$ cat config.mk
export PLATFORM = sky130hd
export DESIGN_NAME = pic_ack_sequencer
export DESIGN_NICKNAME = d
export VERILOG_FILES = /design/src/rtl/pic_pkg.sv /design/src/rtl/pic_priority_resolver.sv /design/src/rtl/pic_ack_sequencer.sv
export SDC_FILE = /design/constraint.sdc
export NUM_CORES = 1
export LEC_CHECK = 0
export ABC_AREA = 1
export BUFFER_PORTS_ARGS = -buffer_cell sky130_fd_sc_hd__clkbuf_2
export CORE_MARGIN = 2
export CORE_UTILIZATION = 40
export DETAILED_ROUTE_END_ITERATION = 8
export HOLD_SLACK_MARGIN = 0.03
export PLACE_DENSITY = 0.7
export RECOVER_POWER = 50
export SETUP_SLACK_MARGIN = 0.15
export SKIP_LAST_GASP = 1
export SLEW_MARGIN = 20
export SYNTH_ARGS = -nofsm -noshare
export SYNTH_HDL_FRONTEND = slang
export SYNTH_SLANG_ARGS = --single-unit
$ cat constraint.sdc
create_clock -name clk -period 7.24 [get_ports clk]
set_clock_uncertainty 0.1 [all_clocks]
set_input_delay 1.81 -clock clk [delete_from_list [all_inputs] [get_ports clk]]
set_output_delay 1.81 -clock clk [all_outputs]
set_load 0.01 [all_outputs]
$ cat src/rtl/pic_pkg.sv
// Shared types, constants and vector helpers for the PIC acknowledge/in-service logic.
// Helpers work on MAX_IRQ-wide vectors; callers pass the active width n.
package pic_pkg;

    localparam int unsigned MAX_IRQ   = 32;
    localparam int unsigned MAX_LVL_W = 5;
    localparam logic [7:0]  CALL_OPCODE = 8'hCD;

    typedef enum logic [1:0] {
        IDLE = 2'd0,
        ACK1 = 2'd1,
        ACK2 = 2'd2,
        ACK3 = 2'd3
    } ack_state_t;

    function automatic logic [MAX_IRQ-1:0] lvl2onehot(input logic [MAX_LVL_W-1:0] lvl);
        logic [MAX_IRQ-1:0] r;
        r = '0;
        r[lvl] = 1'b1;
        return r;
    endfunction

    // Bit i of the result is bit (i+amt) mod n of v; bits at and above n are zero.
    function automatic logic [MAX_IRQ-1:0] rotate_right(input logic [MAX_IRQ-1:0] v,
                                                        input int unsigned amt,
                                                        input int unsigned n);
        logic [MAX_IRQ-1:0]   r;
        logic [MAX_LVL_W-1:0] src;
        r = '0;
        for (int unsigned i = 0; i < MAX_IRQ; i++) begin
            if (i < n) begin
                src = MAX_LVL_W'((i + amt) % n);
                r[MAX_LVL_W'(i)] = v[src];
            end else begin
                r[MAX_LVL_W'(i)] = 1'b0;
            end
        end
        return r;
    endfunction

    function automatic logic [MAX_IRQ-1:0] rotate_left(input logic [MAX_IRQ-1:0] v,
                                                       input int unsigned amt,
                                                       input int unsigned n);
        logic [MAX_IRQ-1:0]   r;
        logic [MAX_LVL_W-1:0] dst;
        r = '0;
        for (int unsigned i = 0; i < MAX_IRQ; i++) begin
            if (i < n) begin
                dst = MAX_LVL_W'((i + amt) % n);
                r[dst] = v[MAX_LVL_W'(i)];
            end else begin
                r[MAX_LVL_W'(i)] = r[MAX_LVL_W'(i)];
            end
        end
        return r;
    endfunction

endpackage

$ cat src/rtl/pic_priority_resolver.sv
// Rotating priority resolver: highest priority is level priority_bottom+1, decreasing cyclically.
module pic_priority_resolver
    import pic_pkg::*;
#(
    parameter int unsigned NUM_IRQ = 8,
    parameter int unsigned LVL_W   = $clog2(NUM_IRQ)
) (
    input  logic [NUM_IRQ-1:0] vec,
    input  logic [LVL_W-1:0]   priority_bottom,
    output logic [NUM_IRQ-1:0] onehot,
    output logic [LVL_W-1:0]   level,
    output logic               valid
);

    logic [MAX_IRQ-1:0]   wide_s;
    logic [MAX_IRQ-1:0]   rot_s;
    logic [MAX_IRQ-1:0]   pick_s;
    logic [MAX_IRQ-1:0]   back_s;
    logic [MAX_LVL_W-1:0] idx_s;
    logic [31:0]          amt_s;
    logic [31:0]          lvl_sum_s;
    logic                 found_s;
    logic                 unused_s;

    // Rotate so the highest-priority level sits at bit 0, pick the lowest set bit, rotate back.
    always_comb begin
        wide_s = '0;
        wide_s[NUM_IRQ-1:0] = vec;
        amt_s = 32'(priority_bottom) + 32'd1;
        rot_s = rotate_right(wide_s, amt_s, NUM_IRQ);
        found_s = 1'b0;
        idx_s = '0;
        for (int unsigned i = 0; i < NUM_IRQ; i++) begin
            if (!found_s && rot_s[MAX_LVL_W'(i)]) begin
                found_s = 1'b1;
                idx_s = MAX_LVL_W'(i);
            end else begin
                found_s = found_s;
            end
        end
        if (found_s) begin
            pick_s = lvl2onehot(idx_s);
        end else begin
            pick_s = '0;
        end
        back_s = rotate_left(pick_s, amt_s, NUM_IRQ);
        lvl_sum_s = (32'(idx_s) + amt_s) % 32'(NUM_IRQ);
        onehot = back_s[NUM_IRQ-1:0];
        level = LVL_W'(lvl_sum_s);
        valid = found_s;
    end

    assign unused_s = ^{rot_s, back_s, lvl_sum_s, amt_s};

endmodule

$ cat src/rtl/pic_ack_sequencer.sv
// PIC interrupt-acknowledge sequencer: INT generation, 8080/8086 INTA cycles, ISR ownership and EOI.
module pic_ack_sequencer
    import pic_pkg::*;
#(
    parameter int unsigned NUM_IRQ = 8,
    parameter int unsigned LVL_W   = $clog2(NUM_IRQ)
) (
    input  logic               clk,
    input  logic               reset_n,
    input  logic               init,
    input  logic               cfg_upm,
    input  logic               cfg_aeoi,
    input  logic               cfg_auto_rotate,
    input  logic [7:0]         cfg_vec_lo,
    input  logic [7:0]         cfg_vec_hi,
    input  logic [NUM_IRQ-1:0] irq_req,
    input  logic               inta_n,
    input  logic               eoi_cmd,
    input  logic               eoi_specific,
    input  logic [LVL_W-1:0]   eoi_level,
    input  logic               eoi_rotate,
    output logic               int_out,
    output logic [7:0]         data_out,
    output logic               data_out_en,
    output logic [NUM_IRQ-1:0] isr,
    output logic [NUM_IRQ-1:0] clear_req,
    output logic [LVL_W-1:0]   priority_bottom
);

    localparam logic [LVL_W-1:0] TOP_LVL = LVL_W'(NUM_IRQ - 1);

    ack_state_t           state_r, state_next_s;
    logic                 inta_prev_r, upm_r, upm_next_s;
    logic [LVL_W-1:0]     ack_lvl_r, ack_next_s, bottom_r, bottom_next_s;
    logic [NUM_IRQ-1:0]   isr_r, isr_next_s, isr_set_s, clear_r, clear_next_s;
    logic [NUM_IRQ-1:0]   eoi_clr_s, aeoi_clr_s, req_hot_s, isr_hot_s;
    logic [LVL_W-1:0]     req_lvl_s, isr_lvl_s, eoi_lvl_s, req_rank_s, isr_rank_s;
    logic                 req_valid_s, isr_valid_s, eoi_done_s, end_seq_s;
    logic                 fall_s, rise_s, data_en_r, data_en_next_s, unused_s;
    logic [7:0]           data_r, data_next_s, vector_s;
    logic [MAX_IRQ-1:0]   eoi_wide_s, ack_wide_s;

    pic_priority_resolver #(.NUM_IRQ(NUM_IRQ), .LVL_W(LVL_W)) u_req_res (
        .vec(irq_req), .priority_bottom(bottom_r),
        .onehot(req_hot_s), .level(req_lvl_s), .valid(req_valid_s)
    );

    pic_priority_resolver #(.NUM_IRQ(NUM_IRQ), .LVL_W(LVL_W)) u_isr_res (
        .vec(isr_r), .priority_bottom(bottom_r),
        .onehot(isr_hot_s), .level(isr_lvl_s), .valid(isr_valid_s)
    );

    assign fall_s   = inta_prev_r & ~inta_n;
    assign rise_s   = ~inta_prev_r & inta_n;
    assign vector_s = {cfg_vec_lo[7:LVL_W], ack_lvl_r};

    // INTA sequence next state and the acknowledge byte to present while INTA is low.
    always_comb begin
        state_next_s   = state_r;
        upm_next_s     = upm_r;
        ack_next_s     = ack_lvl_r;
        isr_set_s      = '0;
        clear_next_s   = '0;
        data_next_s    = 8'h00;
        data_en_next_s = 1'b0;
        end_seq_s      = 1'b0;
        case (state_r)
            IDLE: begin
                if (fall_s) begin
                    state_next_s = ACK1;
                    upm_next_s   = cfg_upm;
                    if (req_valid_s) begin
                        ack_next_s   = req_lvl_s;
                        isr_set_s    = req_hot_s;
                        clear_next_s = req_hot_s;
                    end else begin
                        ack_next_s = TOP_LVL;
                    end
                    if (!cfg_upm) begin
                        data_next_s    = CALL_OPCODE;
                        data_en_next_s = 1'b1;
                    end else begin
                        data_en_next_s = 1'b0;
                    end
                end else begin
                    state_next_s = IDLE;
                end
            end
            ACK1: begin
                if (rise_s) begin
                    state_next_s = ACK2;
                end else if (!upm_r && !inta_n) begin
                    data_next_s    = CALL_OPCODE;
                    data_en_next_s = 1'b1;
                end else begin
                    data_en_next_s = 1'b0;
                end
            end
            ACK2: begin
                if (rise_s) begin
                    if (upm_r) begin
                        state_next_s = IDLE;
                        end_seq_s    = 1'b1;
                    end else begin
                        state_next_s = ACK3;
                    end
                end else if (!inta_n) begin
                    data_next_s    = vector_s;
                    data_en_next_s = 1'b1;
                end else begin
                    data_en_next_s = 1'b0;
                end
            end
            ACK3: begin
                if (rise_s) begin
                    state_next_s = IDLE;
                    end_seq_s    = 1'b1;
                end else if (!inta_n) begin
                    data_next_s    = cfg_vec_hi;
                    data_en_next_s = 1'b1;
                end else begin
                    data_en_next_s = 1'b0;
                end
            end
            default: begin
                state_next_s = IDLE;
            end
        endcase
    end

    // EOI/AEOI clear masks and rotation; an explicit EOI rotation beats the automatic one.
    always_comb begin
        eoi_wide_s = lvl2onehot(MAX_LVL_W'(eoi_level));
        ack_wide_s = lvl2onehot(MAX_LVL_W'(ack_lvl_r));
        eoi_clr_s  = '0;
        eoi_lvl_s  = eoi_level;
        eoi_done_s = 1'b0;
        if (eoi_cmd && eoi_specific) begin
            eoi_clr_s  = eoi_wide_s[NUM_IRQ-1:0];
            eoi_done_s = 1'b1;
        end else if (eoi_cmd && isr_valid_s) begin
            eoi_clr_s  = isr_hot_s;
            eoi_lvl_s  = isr_lvl_s;
            eoi_done_s = 1'b1;
        end else begin
            eoi_done_s = 1'b0;
        end
        if (end_seq_s && cfg_aeoi) begin
            aeoi_clr_s = ack_wide_s[NUM_IRQ-1:0];
        end else begin
            aeoi_clr_s = '0;
        end
        isr_next_s = (isr_r | isr_set_s) & ~(eoi_clr_s | aeoi_clr_s);
        if (eoi_done_s && eoi_rotate) begin
            bottom_next_s = eoi_lvl_s;
        end else if (end_seq_s && cfg_aeoi && cfg_auto_rotate) begin
            bottom_next_s = ack_lvl_r;
        end else begin
            bottom_next_s = bottom_r;
        end
    end

    // INT only in IDLE, and only when the pending winner outranks everything in service.
    always_comb begin
        req_rank_s = req_lvl_s - bottom_r - LVL_W'(1'b1);
        isr_rank_s = isr_lvl_s - bottom_r - LVL_W'(1'b1);
        if (state_r == IDLE && req_valid_s) begin
            if (!isr_valid_s) begin
                int_out = 1'b1;
            end else begin
                int_out = (req_rank_s < isr_rank_s);
            end
        end else begin
            int_out = 1'b0;
        end
    end

    // Falling-edge state register; init re-initialises synchronously and overrides all events.
    always_ff @(negedge clk or negedge reset_n) begin
        if (!reset_n) begin
            state_r     <= IDLE;
            inta_prev_r <= 1'b1;
            upm_r       <= 1'b0;
            ack_lvl_r   <= '0;
            isr_r       <= '0;
            bottom_r    <= TOP_LVL;
            clear_r     <= '0;
            data_r      <= 8'h00;
            data_en_r   <= 1'b0;
        end else if (init) begin
            state_r     <= IDLE;
            inta_prev_r <= 1'b1;
            upm_r       <= 1'b0;
            ack_lvl_r   <= '0;
            isr_r       <= '0;
            bottom_r    <= TOP_LVL;
            clear_r     <= '0;
            data_r      <= 8'h00;
            data_en_r   <= 1'b0;
        end else begin
            state_r     <= state_next_s;
            inta_prev_r <= inta_n;
            upm_r       <= upm_next_s;
            ack_lvl_r   <= ack_next_s;
            isr_r       <= isr_next_s;
            bottom_r    <= bottom_next_s;
            clear_r     <= clear_next_s;
            data_r      <= data_next_s;
            data_en_r   <= data_en_next_s;
        end
    end

    assign isr             = isr_r;
    assign clear_req       = clear_r;
    assign priority_bottom = bottom_r;
    assign data_out        = data_r;
    // The bus driver must release the moment INTA goes high, ahead of the next clock edge.
    assign data_out_en     = data_en_r & ~inta_n;
    assign unused_s        = ^{eoi_wide_s, ack_wide_s, cfg_vec_lo[LVL_W-1:0]};

endmodule
==> results of run 1 <==
==> worst paths after layout <==
path / from / to / slack [ns] / depth (start not counted)
worst min-delay path: upm_r / upm_r / 0.42 / 2
worst min register to register: upm_r / upm_r / 0.42 / 2
worst max-delay path: priority_bottom[0] / int_out / -3.08 / 26
max in group asynchronous: reset_n / clear_req[0] / 0.48 / 2
min in group asynchronous: reset_n / ack_lvl_r[2] / 4.99 / 1
worst max register to register: priority_bottom[0] / priority_bottom[2] / 3.27 / 28
==> through the flow <==
step | setup slack, ns | area [um^2]
2_1_floorplan | -2.868 | 4631
4_1_cts | -3.080 | 6133
3_3_place_gp | -2.755 | 5714
6_report | -3.085 | 6404
5_1_grt | -3.315 | 6404
3_5_place_dp | -2.813 | 5714
==> layer usage <==
layer  track usage  share of wire  wire (um)  vias up
met5             0              0          0        -
met4        0.1049          0.034        558        0
li1              -              -          -     2873
met3       0.02905          0.066       1072       52
met1        0.3664           0.42       6920     2604
met2        0.4669           0.48       7803      257
==> timing repair <==
action / CTS / global route
pin swaps: 40 / 43
endpoints found under the hold margin: 0 / 0
setup buffers: 18 / 12
setup endpoints to repair: 20 / 20
gates resized for setup: 46 / 46
==> placed cells by master, fill, tap and decap left out, types with 13 or more instances in the layout <==
cell type	instances
sky130_fd_sc_hd__nand3_1	46
sky130_fd_sc_hd__nor2_1	92
sky130_fd_sc_hd__o22ai_1	13
sky130_fd_sc_hd__nand2_2	34
sky130_fd_sc_hd__buf_4	118
sky130_fd_sc_hd__clkbuf_2	58
sky130_fd_sc_hd__a21oi_1	28
sky130_fd_sc_hd__o21ai_1	15
sky130_fd_sc_hd__o21ai_0	31
sky130_fd_sc_hd__nand2_1	231
sky130_fd_sc_hd__inv_1	97
sky130_fd_sc_hd__dfrtn_1	31
==> registers in the layout, indices dropped and copies added, names as in the netlist <==
register,flops
ack_lvl_r,3
state_r,2
upm_r,1
data_out,8
inta_prev_r,1
clear_req,8
priority_bottom,3
data_en_r,1
isr,8
==> final cells by class <==
class,count,share of cell area
inverters,107,0.06467
flip-flops and latches,35,0.1376
well taps,140,0.02735
repair buffers,193,0.2132
clock buffers,5,0.01075
clock inverters,7,0.008792
multi-input cells,613,0.5377
==> worst min-delay path, stage by stage, from the launching register on <==
cell                      delay, ns
sky130_fd_sc_hd__dfrtn_1       0.41
sky130_fd_sc_hd__inv_1         0.05
sky130_fd_sc_hd__o21ai_0       0.15
==> logic make-up after synthesis <==
logic type / synth area share
compound gates: 0.1655
xor+xnor: 0.01182
fa+ha+maj: 0.04052
buf+inv: 0.1272
flops: 0.1981
mux: 0.002251
simple gates: 0.4547
==> metrics.txt, run 1 <==
Top Ports=66; share of Yosys cell area claimed by the top area cell type=0.2220; number of flops mapped to enable cells by yosys=0; standard-cell row count=38; Post-Synthesis Mean Instance Area=5.716 um^2; Slew Viols, Final=0; # setup viols final=19; worst hold slack=0.4237 ns; IO buf count=62; Sinks on Clock Net=35; setup repair after global routing missed its margin=yes; maximum number of pins on one net before global-route repair=22; count of mapped cells out of synthesis=778; ANT cells=0; via count of the first global-routing pass=5,423; Hold Violations, Final=0; count of unique library cells instantiated by Yosys=45; number of standard cells in the layout, taps in and fillers out=1,100; Setup CP Type=flop to output pin; kind of cell adding the most delay to the critical path=adder cells; cells taking the most area after synthesis=sky130_fd_sc_hd__nand2_1, sky130_fd_sc_hd__dfrtn_1, sky130_fd_sc_hd__inv_1; post-detailed-placement half-perimeter wirelength=12,470 um; fraction of the core area covered by cells at the end of the flow=0.5907; Routed Antenna Nets=0; Congestion Overflow GR=0; drt pass-1 iters=5; CTS Hold Buffers Added=0; Routed WL per cell=14.87 um; initial cell density of the core=0.4102; Crit path largest cell delay=0.60 ns; # fillers=1,047; area of combinational cells with multiple inputs=3443 um^2; post-synth top area cell=sky130_fd_sc_hd__nand2_1; count leader, synth=sky130_fd_sc_hd__nand2_1; share of layout cells above drive strength 1=0.3333; status=finished, violations left; worst endpoint data arrival time=8.41 ns; number of H-tree levels=2; clock buffer depth=2; cell with the largest stage delay on the worst path=sky130_fd_sc_hd__fa_2; Seq. cell area=880.8 um^2; # DRC=0; async set or reset register ratio after synthesis=1.000; clock latency reported for the late side of the worst-skew pair=0.35 ns; slack of the critical path=-3.085 ns; area enclosed by the die boundary=11,980 um^2; netlist area before placement=4447 um^2; routed vias=5,786; Nets=1,008; synthesis warning total=0; die width=109.4 um; post-synth net total=827; Total Negative Setup Slacks=-5.338 ns; Detailed Route WL=16,350 um; clock transition time at the flip-flop clock pins of the worst setup and hold paths=0.05 ns; floorplan die height=109.4 um; crit-path most repeated cell=sky130_fd_sc_hd__nand2_1; most frequent cells after synthesis=sky130_fd_sc_hd__nand2_1, sky130_fd_sc_hd__inv_1, sky130_fd_sc_hd__nor2_1; max-cap violation count=0; synth-to-layout area growth=44.01%; sort of element at the start of the critical path=flop; #FFs+latches synth=35; Iter 0 DRT Violations=451; Worst Setup End Kind=output pin; max-slew headroom at the worst pin=0.2085; worst hold-check path type=flop to flop; failing checks=setup timing; number of placed cells counting well taps=1,059; CTS tree=yes; antenna violations before repair=0; root cell of the clock tree=sky130_fd_sc_hd__clkbuf_8; actual transition at the worst max-transition pin=1.187 ns; Primary FF master, synth=sky130_fd_sc_hd__dfrtn_1; number of buffers inserted during clock tree synthesis=5; biggest fanout along the worst timing path=7; global placer's final weighted congestion=0.9902; Total Routing Usage GR=0.2776; share of synthesized area occupied by flip-flops and latches=0.1981; wire length of the first global-routing pass=26,120 um; ratio of routed vias to standard cells=5.260; core area=10,840 um^2; required time reported for the critical path endpoint=5.33 ns; count of buffer and inverter cells on the critical path=6
Power of run 1 is left out: the tool's default activity adds up to more than one toggle a clock period on the data nets, which glitch-free logic cannot reach.
==> run 2: changes to the inputs <==
--- a/config.mk
+++ b/config.mk
@@ -18,4 +18,5 @@
 export SLEW_MARGIN = 20
 export SYNTH_ARGS = -nofsm -noshare
 export SYNTH_HDL_FRONTEND = slang
+export SYNTH_HIERARCHICAL = 1
 export SYNTH_SLANG_ARGS = --single-unit
==> metrics.txt, run 2 <==
status=finished, violations left; failing checks=capacitance limit, slew limit, setup timing; slack of the critical path=-2.995 ns; number of buffers inserted during clock tree synthesis=5; max-cap violation count=1; post-synth net total=984; Slew Viols, Final=36; die width=120.0 um; share of synthesized area occupied by flip-flops and latches=0.1638; wire length of the first global-routing pass=30,420 um; sort of element at the start of the critical path=flop; # DRC=0; netlist area before placement=5378 um^2; number of flops mapped to enable cells by yosys=0; Sinks on Clock Net=35; Iter 0 DRT Violations=668; actual transition at the worst max-transition pin=1.878 ns; routed vias=6,812; root cell of the clock tree=sky130_fd_sc_hd__clkbuf_16; post-synth top area cell=sky130_fd_sc_hd__nand2_1; most frequent cells after synthesis=sky130_fd_sc_hd__nand2_1, sky130_fd_sc_hd__nor2_1, sky130_fd_sc_hd__nand3_1; IO buf count=62; required time reported for the critical path endpoint=5.33 ns; cell with the largest stage delay on the worst path=sky130_fd_sc_hd__dfstp_2; clock latency reported for the late side of the worst-skew pair=0.36 ns; initial cell density of the core=0.4077; basic-gate share of the synthesized area counting and, or, nand and nor cells=0.6263; standard-cell row count=42; ratio of routed vias to standard cells=5.220; adder-cell share of the synthesized area=0.03816; share of Yosys cell area claimed by the top area cell type=0.2003; Routed Antenna Nets=0; LEAKAGE=3.962 nW; area enclosed by the die boundary=14,390 um^2; Total Routing Usage GR=0.2571; maximum number of pins on one net before global-route repair=36; clock transition time at the flip-flop clock pins of the worst setup and hold paths=0.03 ns; final standard cell area without fillers=7599 um^2; Worst Setup End Kind=output pin; synth-to-layout area growth=41.30%; cells taking the most area after synthesis=sky130_fd_sc_hd__nand2_1, sky130_fd_sc_hd__dfrtn_1, sky130_fd_sc_hd__nand3_1; Congestion Overflow GR=0; Hold Violations, Final=0; clock buffer depth=2; worst endpoint data arrival time=8.32 ns; leading cell type in the layout, fill and taps excluded=sky130_fd_sc_hd__nand2_1; share of layout cells above drive strength 1=0.3623; share of the synthesized netlist area taken by xor and xnor gates=0.009772; share of the synthesized area in compound gates (AO/OA/AOI/OAI)=0.05537; # setup viols final=6; setup repair after global routing missed its margin=yes; Top Ports=66; Crit path largest cell delay=0.59 ns; Cell Area, Placed=6824 um^2; antenna violations before repair=0; main combinational cell family by area after synthesis=simple AND/OR/NAND/NOR gates; via count of the first global-routing pass=6,205; post-detailed-placement half-perimeter wirelength=14,300 um; PwrDens=509.2 nW/um^2; mux contribution to synthesized area=0; number of H-tree levels=2; global placer's final weighted congestion=0.9640; ANT cells=0; Total Negative Setup Slacks=-3.967 ns; #FFs+latches synth=35; count leader, synth=sky130_fd_sc_hd__nand2_1; core area=13,190 um^2; Detailed Route WL=18,700 um; CTS Hold Buffers Added=0; crit-path most repeated cell=sky130_fd_sc_hd__nand2_2; leading cell types in the layout, fill and taps excluded=sky130_fd_sc_hd__nand2_1, sky130_fd_sc_hd__nor2_1, sky130_fd_sc_hd__buf_4; drt pass-1 iters=6; floorplan die height=120.0 um; Primary FF master, synth=sky130_fd_sc_hd__dfrtn_1; count of unique library cells instantiated by Yosys=42; synthesis warning total=6; Setup CP Type=flop to output pin; count of mapped cells out of synthesis=933; Nets=1,179; worst hold-check path type=flop to flop; CTS tree=yes; biggest fanout along the worst timing path=7; Routed WL per cell=14.33 um; worst supply voltage drop on vdd=307.3 uV; Post-Synthesis Mean Instance Area=5.764 um^2; max-slew headroom at the worst pin=-0.2521; async set or reset register ratio after synthesis=1.000
-- run 2: per-layer routing --
layer | vias to the layer above | wire [um] | track usage
met5 | - | 0 | 0
met4 | 0 | 395 | 0.07574
met3 | 33 | 1311 | 0.02662
met2 | 292 | 8883 | 0.4205
met1 | 3089 | 8111 | 0.3577
li1 | 3398 | - | -
-- run 2: final timing paths --
path	startpoint	slack, ns	end	cells after the start
min	priority_bottom[1]	0.44	priority_bottom[1]	2
max in group asynchronous	reset_n	0.53	clear_req[5]	1
min in group asynchronous	reset_n	5.41	clear_req[6]	1
max	priority_bottom[0]	-2.99	int_out	27
max reg2reg	priority_bottom[0]	3.44	ack_lvl_r[2]	24
min reg2reg	priority_bottom[1]	0.44	priority_bottom[1]	2
-- run 2: where the power goes --
part	internal, mW	leakage, nW	switching, mW	total (mW)
clock	0.150	0.0985	0.0904	0.240
combinational	1.39	3.40	1.97	3.36
sequential	0.230	0.468	0.0428	0.273
total	1.77	3.96	2.10	3.87
-- run 2: what timing repair did --
action | in CTS | in global routing
setup endpoints to repair | 15 | 21
setup buffers | 10 | 9
pin swaps | 34 | 38
endpoints found under the hold margin | 0 | 0
gates cloned | 0 | 0
gates resized for setup | 60 | 60
-- run 2: layout make-up --
type / instances / area (um^2)
inverters: 106 / 427.9
fillers: 1269 / 5592
repair buffers: 204 / 1491
clock inverters: 4 / 15.01
well taps: 176 / 220.2
clock buffers: 8 / 156.4
multi-input cells: 772 / 4407
flip-flops and latches: 35 / 880.8
-- run 2: through the flow --
stage	instances	total power, mW	setup slack [ns]	utilization	hold slack, ns
2_1_floorplan	933	2.135	-2.748	-	0.3930
3_3_place_gp	1275	3.206	-2.643	0.5174	0.4423
3_5_place_dp	1275	3.244	-2.707	0.5174	0.4361
4_1_cts	1296	3.640	-2.985	0.5545	0.4542
5_1_grt	1305	4.190	-3.224	0.5761	0.4672
6_report	1305	3.869	-2.995	0.5761	0.4367
-- run 2: cells by family after synthesis --
family,after synthesis
simple gates,702
flops,35
compound gates,50
buf+inv,126
xor+xnor,6
fa+ha+maj,14
-- run 2: critical path: cells and delay by family (launching register included) --
family	cells	cell delay (ns)
compound gates	3	0.43
flops	1	0.59
xor+xnor	1	0.14
simple gates	11	0.94
fa+ha+maj	5	1.57
buf+inv	7	0.68
(Power assumes the default switching activity.)
